==> config.mk <==
export PLATFORM = sky130hd
export DESIGN_NAME = id_hazard_unit
export DESIGN_NICKNAME = d
export VERILOG_FILES = /design/src/rtl/id_hazard_unit_pkg.sv /design/src/rtl/hazard_src_check.sv /design/src/rtl/id_hazard_unit.sv
export SDC_FILE = /design/constraint.sdc
export NUM_CORES = 1
export LEC_CHECK = 0
export CAP_MARGIN = 0
export CORE_ASPECT_RATIO = 1.2
export CORE_MARGIN = 1
export CORE_UTILIZATION = 50
export DETAILED_ROUTE_END_ITERATION = 8
export GPL_TIMING_DRIVEN = 1
export PLACE_DENSITY = 0.78
export SLEW_MARGIN = 20
export SYNTH_ARGS = -nofsm -noshare
export SYNTH_HDL_FRONTEND = slang
export SYNTH_HIERARCHICAL = 1
export SYNTH_SLANG_ARGS = --single-unit
==> constraint.sdc <==
create_clock -name clk -period 4.5 [get_ports clk]
set_input_delay 0.9 -clock clk [delete_from_list [all_inputs] [get_ports clk]]
set_output_delay 0.9 -clock clk [all_outputs]
set_load 0.01 [all_outputs]
==> src/rtl/id_hazard_unit_pkg.sv <==
// Shared types for the decode-stage hazard unit.
// Shadow entries carry fixed-width fields wide enough for any sane RF_AW/STG_W.
package id_hazard_unit_pkg;

  localparam int MAX_AW = 8;
  localparam int MAX_SW = 4;

  localparam logic [MAX_SW-1:0] STG_EX  = 4'd1;
  localparam logic [MAX_SW-1:0] STG_MEM = 4'd2;
  localparam logic [MAX_SW-1:0] STG_WB  = 4'd3;

  typedef struct packed {
    logic              wen;
    logic [MAX_AW-1:0] rd;
    logic [MAX_SW-1:0] ready_stg;
    logic              is_long;
  } sh_entry_t;

endpackage

==> src/rtl/hazard_src_check.sv <==
// Per-source priority match against the shadow pipeline.
// The youngest matching stage decides between forwarding and stalling.
module hazard_src_check
  import id_hazard_unit_pkg::*;
#(
  parameter int NUM_STAGES = 3,
  parameter int RF_AW      = 5
)(
  input  logic                  rd_en_i,
  input  logic [RF_AW-1:0]      addr_i,
  input  logic                  busy_i,
  input  sh_entry_t             sh_i [NUM_STAGES],
  output logic [NUM_STAGES-1:0] fwd_o,
  output logic                  hazard_o
);

  logic [MAX_AW-1:0]     addr_x;
  logic                  live;
  logic                  hit;
  logic [NUM_STAGES-1:0] fwd;
  logic                  hz;

  assign addr_x = MAX_AW'(addr_i);
  assign live   = rd_en_i && (addr_i != '0);

  always_comb begin
    hit = 1'b0;
    fwd = '0;
    hz  = 1'b0;
    // Walk oldest to youngest so the youngest match overrides.
    for (int i = NUM_STAGES - 1; i >= 0; i--) begin
      if (live && sh_i[i].wen && (sh_i[i].rd == addr_x)) begin
        hit = 1'b1;
        fwd = '0;
        hz  = 1'b0;
        if (!sh_i[i].is_long &&
            ((i + 1) >= int'(sh_i[i].ready_stg))) begin
          if (i < NUM_STAGES - 1)
            fwd[i] = 1'b1;
        end else begin
          hz = 1'b1;
        end
      end
    end
    if (live && !hit && busy_i)
      hz = 1'b1;
  end

  assign fwd_o    = fwd;
  assign hazard_o = hz;

endmodule

==> src/rtl/id_hazard_unit.sv <==
// Decode-stage hazard detection, forwarding select and
// long-latency register scoreboard.
module id_hazard_unit
  import id_hazard_unit_pkg::*;
#(
  parameter int NUM_STAGES = 3,
  parameter int RF_AW      = 5,
  parameter int NUM_REGS   = 2**RF_AW,
  parameter int STG_W      = $clog2(NUM_STAGES + 1)
)(
  input  logic                  clk,
  input  logic                  rst,
  input  logic                  id_valid,
  input  logic [RF_AW-1:0]      id_rs1_addr,
  input  logic                  id_rs1_rd,
  input  logic [RF_AW-1:0]      id_rs2_addr,
  input  logic                  id_rs2_rd,
  input  logic [RF_AW-1:0]      id_rd_addr,
  input  logic                  id_reg_wen,
  input  logic [STG_W-1:0]      id_ready_stg,
  input  logic                  id_long,
  input  logic                  adv,
  input  logic [NUM_STAGES-1:0] flush_mask,
  input  logic                  id_flush,
  input  logic                  lr_done_valid,
  input  logic [RF_AW-1:0]      lr_done_rd,
  output logic                  hazard_stall,
  output logic                  issued,
  output logic [NUM_STAGES-1:0] fwd_rs1_sel,
  output logic [NUM_STAGES-1:0] fwd_rs2_sel,
  output logic [NUM_REGS-1:0]   sb_busy,
  output logic [31:0]           stall_cnt
);

  sh_entry_t sh_q [NUM_STAGES];
  sh_entry_t sh_f [NUM_STAGES];
  sh_entry_t sh_d [NUM_STAGES];
  sh_entry_t id_e;

  logic [NUM_REGS-1:0]   busy_q, busy_d;
  logic [NUM_STAGES-1:0] fwd1, fwd2;
  logic [NUM_STAGES-1:0] sel1_q, sel2_q;
  logic [31:0]           cnt_q;
  logic                  hz1, hz2, waw, live;

  hazard_src_check #(
    .NUM_STAGES(NUM_STAGES),
    .RF_AW     (RF_AW)
  ) u_rs1 (
    .rd_en_i (id_rs1_rd),
    .addr_i  (id_rs1_addr),
    .busy_i  (busy_q[id_rs1_addr]),
    .sh_i    (sh_q),
    .fwd_o   (fwd1),
    .hazard_o(hz1)
  );

  hazard_src_check #(
    .NUM_STAGES(NUM_STAGES),
    .RF_AW     (RF_AW)
  ) u_rs2 (
    .rd_en_i (id_rs2_rd),
    .addr_i  (id_rs2_addr),
    .busy_i  (busy_q[id_rs2_addr]),
    .sh_i    (sh_q),
    .fwd_o   (fwd2),
    .hazard_o(hz2)
  );

  assign waw          = id_long & id_reg_wen & busy_q[id_rd_addr];
  assign live         = id_valid & ~id_flush;
  assign hazard_stall = live & (hz1 | hz2 | waw);
  assign issued       = live & ~hazard_stall & adv;

  always_comb begin
    id_e = '0;
    if (issued) begin
      id_e.wen       = id_reg_wen;
      id_e.rd        = MAX_AW'(id_rd_addr);
      id_e.ready_stg = MAX_SW'(id_ready_stg);
      id_e.is_long   = id_long;
    end
  end

  // Flush acts on pre-shift contents, then the shift (if any) moves them.
  always_comb begin
    for (int i = 0; i < NUM_STAGES; i++) begin
      sh_f[i] = sh_q[i];
      if (flush_mask[i])
        sh_f[i].wen = 1'b0;
    end
    for (int i = 0; i < NUM_STAGES; i++)
      sh_d[i] = sh_f[i];
    if (adv) begin
      sh_d[0] = id_e;
      for (int i = 1; i < NUM_STAGES; i++)
        sh_d[i] = sh_f[i-1];
    end
  end

  always_comb begin
    busy_d = busy_q;
    if (lr_done_valid)
      busy_d[lr_done_rd] = 1'b0;
    for (int i = 0; i < NUM_STAGES; i++) begin
      if (flush_mask[i] && sh_q[i].wen && sh_q[i].is_long)
        busy_d[sh_q[i].rd[RF_AW-1:0]] = 1'b0;
    end
    if (issued && id_long && id_reg_wen && (id_rd_addr != '0))
      busy_d[id_rd_addr] = 1'b1;
    busy_d[0] = 1'b0;
  end

  always_ff @(posedge clk) begin
    if (rst) begin
      for (int i = 0; i < NUM_STAGES; i++)
        sh_q[i] <= '0;
      busy_q <= '0;
      sel1_q <= '0;
      sel2_q <= '0;
      cnt_q  <= '0;
    end else begin
      for (int i = 0; i < NUM_STAGES; i++)
        sh_q[i] <= sh_d[i];
      busy_q <= busy_d;
      if (issued) begin
        sel1_q <= fwd1;
        sel2_q <= fwd2;
      end
      if (hazard_stall && (cnt_q != '1))
        cnt_q <= cnt_q + 32'd1;
    end
  end

  assign fwd_rs1_sel = sel1_q;
  assign fwd_rs2_sel = sel2_q;
  assign sb_busy     = busy_q;
  assign stall_cnt   = cnt_q;

endmodule

After elaboration in Yosys (flattened, before gate mapping):

Index checks and enable logic that the tools add are counted.

* $add $sub $neg: 1
* multipliers: 0
* divide/modulo/power cells: 0
* magnitude comparators: 15
* equality and inequality tests: 7
* shift-type cells: 0
* multiplexer cells: 49
* bitwise logic cells: 19
* reduce and logical (&&, ||, !) cells: 45

Operator list (number)
* 2-to-1 mux 32 bit: 5
* AND 32 bit: 4
* NOT 32 bit: 4
* == test 8 x 5 -> 1 bit: 6
* < comparator 5 x 6 -> 1 bit (second input constant): 7
* 2-to-1 mux 42 bit: 1
* logical AND 1 bit: 36
* adder 32 x 1 -> 32 bit (second input constant): 1
* != test 32 bit (second input constant): 1
* OR 32 bit: 1
* 2-to-1 mux 1 bit: 30
* demux 1 bit (select 5 bit): 5
* >= comparator 5 x 1 -> 1 bit (second input constant): 5
* binary-select mux 1 bit (select 5 bit): 3
* nonzero test 5 bit: 3
* 2-to-1 mux 14 bit: 1
* >= comparator 2 x 4 -> 1 bit (first input constant): 2
* 2-to-1 mux 2 bit: 4
* AND 1 bit: 6
* zero test 1 bit: 5
* >= comparator 1 x 4 -> 1 bit (first input constant): 1
* NOT 1 bit: 2
* OR 1 bit: 2
* nonzero test 2 bit: 1

* flip-flop bits (word level): 112
* bits in latches: 0
* bits in writable memories: 0
* ROM bits: 0
* bits of input ports: 35
* memories kept: 0

Logic depth before layout (Yosys ltp):

Gate-level depths: netlist of run 1.

* depth in word-level cells: 21
* gate-level depth with buffers: 18

Hierarchy:

The synthesis of run 1 kept the hierarchy.

Modules (own cells, without submodules)
* id_hazard_unit: times used 1, cells an instance 681, area an instance 5876.9 um^2, sequential area each 1921.8 um^2
* hazard_src_check: times used 2, cells an instance 47, area an instance 381.6 um^2, sequential area each 0.0 um^2

Worst setup path before layout of run 1:

No wires, ideal clock.

* path type: input to output
* start: input port id_rs2_addr[0]
* end: output port issued
* arrival time: 3916 ps
* data required time: 3600 ps
* path slack: -316 ps
* stages on the path: 12
* buffers on the path: 1
* cell sequence: clkbuf_1 mux4_2 mux4_2 mux2_2 a21oi_1 nand4b_1 nand2_1 nor2_1 o31ai_1 nor3_1 nand4_4 a21oi_2

* word-level cells in the longest chain between the ends: 17

RTL lines
* start: declaration: RTL line id_hazard_unit.sv:16 `input logic [RF_AW-1:0] id_rs2_addr,`
* nonzero test 5 bit: RTL line hazard_src_check.sv:24 `assign live = rd_en_i && (addr_i != '0);`
* logical AND 1 bit: RTL line hazard_src_check.sv:24
* logical AND 1 bit (2 in series): RTL line hazard_src_check.sv:32 `if (live && sh_i[i].wen && (sh_i[i].rd == addr_x)) begin`
* 2-to-1 mux 1 bit (3 in series): RTL line hazard_src_check.sv:32
* zero test 1 bit: RTL line hazard_src_check.sv:45 `if (live && !hit && busy_i)`
* logical AND 1 bit (2 in series): RTL line hazard_src_check.sv:45
* 2-to-1 mux 1 bit *: RTL line hazard_src_check.sv:45
* named net hz2: RTL line id_hazard_unit.sv:44 `logic hz1, hz2, waw, live;`
* OR 1 bit * (2 in series): RTL line id_hazard_unit.sv:72 `assign hazard_stall = live & (hz1 | hz2 | waw);`
* AND 1 bit *: RTL line id_hazard_unit.sv:72
* NOT 1 bit *: RTL line id_hazard_unit.sv:73 `assign issued = live & ~hazard_stall & adv;`
* AND 1 bit * (2 in series): RTL line id_hazard_unit.sv:73
* end: declaration: RTL line id_hazard_unit.sv:28 `output logic issued,`

The timed path passes the listed nets; every way through them passes the cells marked *. The select of a mux whose other input is x is not followed.

Worst setup path after layout of run 1:

* start: input port id_rs1_addr[0]
* end: output port issued

* word-level cells in the longest chain between the ends: 17

RTL lines
* start: declaration: RTL line id_hazard_unit.sv:14 `input logic [RF_AW-1:0] id_rs1_addr,`
* nonzero test 5 bit: RTL line hazard_src_check.sv:24
* logical AND 1 bit: RTL line hazard_src_check.sv:24
* logical AND 1 bit (2 in series): RTL line hazard_src_check.sv:32
* 2-to-1 mux 1 bit (3 in series): RTL line hazard_src_check.sv:32
* zero test 1 bit: RTL line hazard_src_check.sv:45
* logical AND 1 bit (2 in series): RTL line hazard_src_check.sv:45
* 2-to-1 mux 1 bit *: RTL line hazard_src_check.sv:45
* named net hz1: RTL line id_hazard_unit.sv:44
* OR 1 bit * (2 in series): RTL line id_hazard_unit.sv:72
* AND 1 bit *: RTL line id_hazard_unit.sv:72
* NOT 1 bit *: RTL line id_hazard_unit.sv:73
* AND 1 bit * (2 in series): RTL line id_hazard_unit.sv:73

Marks and branches as above.

==> qor.yml, run 1 <==
r2r_start: "sb_busy[28]"
fin_setup_tns_ns: 0
core-area_um2: 12720
cts.sinks: 94
avgSynthCellArea_um2: 8.547
clockBufferDepth: 2
r2r-end: "sb_busy[23]"
initial_utilization_pct: 51.65
clock_latency_ns: 0.36
die_area_um2: 13610
grt_pass1_vias: 7130
grt_pass1_wl_mm: 40.59
vdd_drop_max_uv: 183.3
cp_cell_sequence: "buf_6, mux4_2, mux4_2, mux2_4, a21oi_2, nand4b_1, nand2_1, nor2_2, o31ai_2, nor3_2, nand4_4, a21oi_4, buf_6"
synthCells: 769
fin_skew_ns: 0.009576
dr_total_vias: 7499
hold_path.class: "reg -> reg"
cp_slowest_cell: "mux4_2"
slowest_delay_ns: 0.52
finalNetCount: 978
holdPathEnd: "sh_f[29]"
critPathMaxFanout: 8
multi_input_area_um2: 4613
gr-total-overflow: 0
path_clk_slew_ns: 0.07
drt_iter0_drc: 963
die_h_um: 127.6
n_fill_cell: 1023
drc: 0
holdWs_ns: 0.4852
period_share_pct: 99.47
min-delay-start: "sh_f[29]"
gp_congestion: 1.032
cts_tree: "yes"
ff2ff_setup_slack_ns: 0.64
finalSetupViolations: 0
crit_family: "multiplexers"
dr.pass1.iters: 6
placed_cells: 1097
drive_gt1_share_pct: 15.66
cts_max_level: 3
critPathRequiredTime_ns: 3.60
regArea_um2: 1882
die_x_um: 106.7
rsz0062_at_grt: "yes"
startpoint_type: "primary input"
area_growth_pct: 32.46
cts_buffers: 9
viasPerCell: 6.756
rows: 45
max_slew_margin_pct: 31.93
io_pins: 107
wire_per_inst_um: 24.12
clock-root-buffer: "clkbuf_16"
antenna_left: 0
yosys_warnings: 6
grt_usage_pct: 39.64
port_buffers: 105
worstSetupPathType: "in -> out"
max_clock_freq_mhz: 223.4
hpwl_mm: 19.78
slew_violations: 0
drv_cap: 0
worstRegToRegCells: 16
grt_max_degree: 40
powerDensity_nw_per_um2: 223.5
p_leak_nw: 3.137
finalNonFillerCells: 1110
grt_antenna_before_repair: 1
total_power_w: 0.001946
arrival_ns: 3.58
drt_wl_total_mm: 26.77
hold_depth: 1
syn-cell-area_um2: 6573
status: "complete, no violations"
worst_slew_pin_slew_ns: 1.013
timing.critical_path.buf_inv: 2
endpoint_kind: "primary output"
cts_setup_buffers: 0
finalHoldViolCount: 0
fin_crit_ns: 4.476
==> cell usage in the layout, fill, tap and decap left out, types with 9 or more instances in the layout <==
cell,instances
a21oi_1,26
a221o_1,13
a221oi_1,12
a22o_1,9
and2_1,13
and3_1,10
buf_4,69
clkbuf_16,9
clkdlybuf4s50_1,96
conb_1,33
dfxtp_1,94
inv_1,9
mux2i_1,32
mux4_2,20
nand2_1,72
nand2b_1,23
nand3_1,25
nand3b_1,12
nand4_1,10
nand4b_1,18
nor2_1,59
nor2b_1,13
nor3_1,22
nor3b_1,13
nor4b_1,11
o21ai_0,36
o221ai_1,11
o31ai_1,16
or4_1,20
xor2_1,34
==> metrics by stage <==
stage	utilization, %	setup WS (ns)	cell area [um^2]
CTS	68.51	0.02376	8717
global placement	65.69	-0.9171	8359
detailed placement	65.69	-0.9549	8359
global route	68.40	-0.07120	8703
finish	68.42	0.02400	8706
floorplan	-	0.003903	6700
==> sequential cells by signal, summed over array words and instances (netlist names) <==
| name | flops |
|---|---|
| sh_q | 3 |
| stall_cnt | 32 |
| sb_busy | 31 |
| fwd_rs1_sel | 3 |
| fwd_rs2_sel | 3 |
| sh_f | 22 |
==> metal layers <==
| layer | track usage, % | wire [um] | vias to the layer above | part of all wire (%) |
|---|---|---|---|---|
| met5 | 0 | 0 | - | 0 |
| met3 | 10.26 | 3288 | 130 | 12 |
| met4 | 22.64 | 1546 | 0 | 5.8 |
| met2 | 62.62 | 12140 | 583 | 45 |
| li1 | - | - | 3249 | - |
| met1 | 48.82 | 9800 | 3537 | 37 |
==> where the power goes <==
group | leakage, nW | total (W) | switching [W] | internal (W)
Clock | 0.160 | 0.000882 | 0.000341 | 0.000541
Sequential | 0.758 | 0.000845 | 0.00000946 | 0.000836
Combinational | 2.22 | 0.000219 | 0.000124 | 0.0000947
==> area by class of cell <==
type                    count  share of cell area [%]
clock buffers               9                   2.587
clock inverters             5                   1.250
inverters                   9                  0.3880
repair buffers            178                   18.78
flip-flops and latches     94                   21.62
diodes                      1                 0.02874
well taps                 164                   2.357
multi-input cells         650                   52.99
==> worst reg2reg max path, stage by stage (launching register included) <==
cell,delay (ns)
dfxtp_1,0.40
mux4_2,0.51
mux4_2,0.48
mux2_4,0.28
a21oi_2,0.09
nand4b_1,0.13
nand2_1,0.08
nor2_2,0.17
o31ai_2,0.09
nor3_2,0.24
nand4_4,0.15
buf_4,0.21
a211oi_2,0.17
buf_4,0.19
nand4_1,0.12
buf_4,0.22
o21ai_0,0.23
==> worst max path at each step <==
| stage | start | to | slack [ns] | cells after the start |
|---|---|---|---|---|
| after floorplan | id_rs2_addr[0] | issued | 0.004 | 12 |
| after global placement | id_rs2_addr[0] | issued | -0.92 | 14 |
| after detailed placement | id_rs2_addr[0] | issued | -0.95 | 14 |
| after CTS | id_rs2_addr[0] | hazard_stall | 0.02 | 14 |
| after global routing | id_rs2_addr[0] | issued | -0.07 | 13 |
| final | id_rs1_addr[0] | issued | 0.02 | 13 |
==> repair_timing <==
item / 4_1_cts / 5_1_grt
setup endpoints to repair: 33 / 2
hold endpoints to repair: 0 / 0
pin swaps: 5 / 5
resized for setup: 30 / 11
hold buffers: 0 / 0
Power figures use the tool's default switching activity.
==> run 2: changes to the inputs <==
--- a/config.mk
+++ b/config.mk
@@ -8,10 +8,11 @@
 export CAP_MARGIN = 0
 export CORE_ASPECT_RATIO = 1.2
 export CORE_MARGIN = 1
-export CORE_UTILIZATION = 50
+export CORE_UTILIZATION = 40
+export CTS_CLUSTER_SIZE = 12
 export DETAILED_ROUTE_END_ITERATION = 8
 export GPL_TIMING_DRIVEN = 1
-export PLACE_DENSITY = 0.78
+export PLACE_DENSITY = 0.65
 export SLEW_MARGIN = 20
 export SYNTH_ARGS = -nofsm -noshare
 export SYNTH_HDL_FRONTEND = slang
==> qor.yml, run 2 (synthesized netlist as in run 1, its figures left out) <==
port_buffers: 105  # unchanged
powerDensity_nw_per_um2: 211.4  # -5.4%
cp-endpoint: "issued"
worst_slew_pin_slew_ns: 1.187  # +0.1740 ns
rsz0062_at_grt: "yes"
die_h_um: 142.4  # +12%
crit_family: "multiplexers"
fin_crit_ns: 4.449  # -0.02739 ns
critPathMaxFanout: 8  # unchanged
max_clock_freq_mhz: 224.8  # +0.62%
finalNetCount: 972  # -0.61%
die_x_um: 119.0  # +12%
grt_max_degree: 38  # -5.0%
drv_cap: 0  # unchanged
cts_tree: "yes"
period_share_pct: 98.86  # -0.61 points
endpoint_kind: "primary output"
clockBufferDepth: 2  # unchanged
grt_usage_pct: 29.96  # -9.7 points
area_growth_pct: 31.79
drc: 0  # unchanged
finalHoldViolCount: 0  # unchanged
io_pins: 107  # unchanged
dr.pass1.iters: 6  # unchanged
cts.sinks: 94  # unchanged
r2r-end: "stall_cnt[20]"
cts_hold_buf: 0  # unchanged
worstSetupPathType: "in -> out"
core-area_um2: 15830  # +24%
clock_latency_ns: 0.36  # about the same
insertedDiodeCount: 0  # -1
cts_buffers: 9  # unchanged
hpwl_mm: 18.73  # -5.3%
cp_cell_sequence: "buf_12, mux4_2, mux4_2, mux2_4, a21oi_2, nand4b_1, nand2_1, nor2_2, o31ai_2, nor3_2, nand4_4, a21oi_4, buf_6"
worstRegToRegCells: 16  # unchanged
vdd_drop_max_uv: 124.7  # -32%
startpoint_type: "primary input"
grt_antenna_before_repair: 0  # -1
grt_pass1_vias: 6741  # -5.5%
crit_start: "id_rs2_addr[0]"
placed_cells: 1133  # +3.3%
slew_violations: 0  # unchanged
finalNonFillerCells: 1147  # +3.3%
dr_total_vias: 7050  # -6.0%
path_clk_slew_ns: 0.07  # about the same
largest_reg_flops: 32  # unchanged
layout_commonest_cell: "clkdlybuf4s50_1"
worst-path-stages: 13  # unchanged
drt_iter0_drc: 936  # -2.8%
drive_gt1_share_pct: 15.12  # -0.54 points
status: "complete, no violations"
r2r_start: "sh_f[23]"
fin_skew_ns: 0.01044  # +0.0008601 ns
die_area_um2: 16950  # +25%
p_leak_nw: 3.074  # -2.0%
wire_per_inst_um: 21.87  # -9.3%
critPathRequiredTime_ns: 3.60  # about the same
cp_slowest_cell: "mux4_2"
antenna_left: 0  # unchanged
ff2ff_setup_slack_ns: 0.76  # +0.12 ns
slowest_delay_ns: 0.49  # -0.03 ns
arrival_ns: 3.55  # -0.03 ns
finalSetupViolations: 0  # unchanged
gp_congestion: 1.082  # +4.8%
initial_utilization_pct: 41.53  # -10 points
viasPerCell: 6.146  # -9.0%
gr-total-overflow: 0  # unchanged
layout_common_cells: "96 x clkdlybuf4s50_1, 94 x dfxtp_1, 72 x nand2_1"
max_slew_margin_pct: 20.24  # -12 points
timing.critical_path.buf_inv: 2  # unchanged
rows: 50  # +11%
fin_util_pct: 54.73  # -14 points
clock-root-buffer: "clkbuf_16"
hold_path.class: "reg -> reg"
cts_max_level: 3  # unchanged
holdWs_ns: 0.4869  # +0.001690 ns
critPathMostFrequentCell: "mux4_2"
grt_pass1_wl_mm: 38.64  # -4.8%
drt_wl_total_mm: 25.08  # -6.3%
[run 2: changes by cell type in the layout (fill, tap and decap cells not counted), moves of 2 or more]
cell | previous run | this run
buf_6 | 5 | 3
clkinvlp_4 | 1 | 3
buf_4 | 69 | 63
buf_2 | 2 | 4
bufinv_16 | 3 | 1
[run 2: what timing repair did]
| item | 4_1_cts | 5_1_grt |
|---|---|---|
| setup buffers | 2 | 0 |
| pin swaps | 5 | 6 |
| endpoints found under the setup margin | 29 | 2 |
| gates resized for setup | 33 | 8 |
| endpoints found under the hold margin | 0 | 0 |
[run 2: final cells by class]
cell class | count | area [um^2]
fill | 1498 | 7166
multi-input combinational | 650 | 4612
tap | 208 | 260.3
inverter | 9 | 33.78
timing repair buffer | 172 | 1588
sequential | 94 | 1882
clock buffer | 9 | 225.2
clock inverter | 5 | 61.31
[run 2: through the flow]
step           worst slack [ns]  TNS, ns  power (W)  cell area (um^2)
3_5_place_dp            -0.9656   -20.92   0.001072              8354
6_report                0.05140        0   0.001831              8662
3_3_place_gp            -0.9094   -16.77   0.001072              8354
2_1_floorplan          0.003903        0  0.0009726              6700
4_1_cts                 0.02195        0   0.001840              8686
5_1_grt                -0.06546  -0.1132   0.001894              8662
[run 2: metal layers]
layer | global-route usage [%] | routed length (um) | share of wire [%] | vias up
met5 | 0 | 0 | 0 | -
met4 | 15.12 | 989 | 3.9 | 0
met3 | 6.771 | 2611 | 10 | 76
met2 | 46.66 | 11220 | 45 | 443
met1 | 38.76 | 10260 | 41 | 3291
li1 | - | - | - | 3240
[run 2: worst min path at each step]
stage | slack (ns) | start | end | depth (start not counted)
2_1_floorplan | 0.44 | sh_f[29] | sh_f[29] | 1
3_3_place_gp | 0.47 | sh_f[29] | sh_f[29] | 1
3_5_place_dp | 0.47 | sh_f[29] | sh_f[29] | 1
4_1_cts | 0.49 | sh_f[29] | sh_f[29] | 1
5_1_grt | 0.50 | sh_f[29] | sh_f[29] | 1
6_report | 0.49 | sh_f[29] | sh_f[29] | 1
[run 2: worst register-to-register path, cell delays in order (launching register included)]
cell	delay (ns)
dfxtp_1	0.73
xor2_1	0.19
nor4b_1	0.42
and2_1	0.20
a41oi_2	0.13
nand2_1	0.10
nor2_2	0.06
buf_4	0.12
buf_4	0.12
buf_4	0.12
nand2b_1	0.14
buf_4	0.18
and3_1	0.17
nand2_1	0.17
buf_4	0.21
or4_1	0.47
a21oi_1	0.15
[run 2: power by group]
| part | internal (W) | switching [W] |
|---|---|---|
| Clock | 0.000427 | 0.000348 |
| Sequential | 0.000836 | 0.00000938 |
| Combinational | 0.0000940 | 0.000118 |
| Total | 0.00136 | 0.000475 |
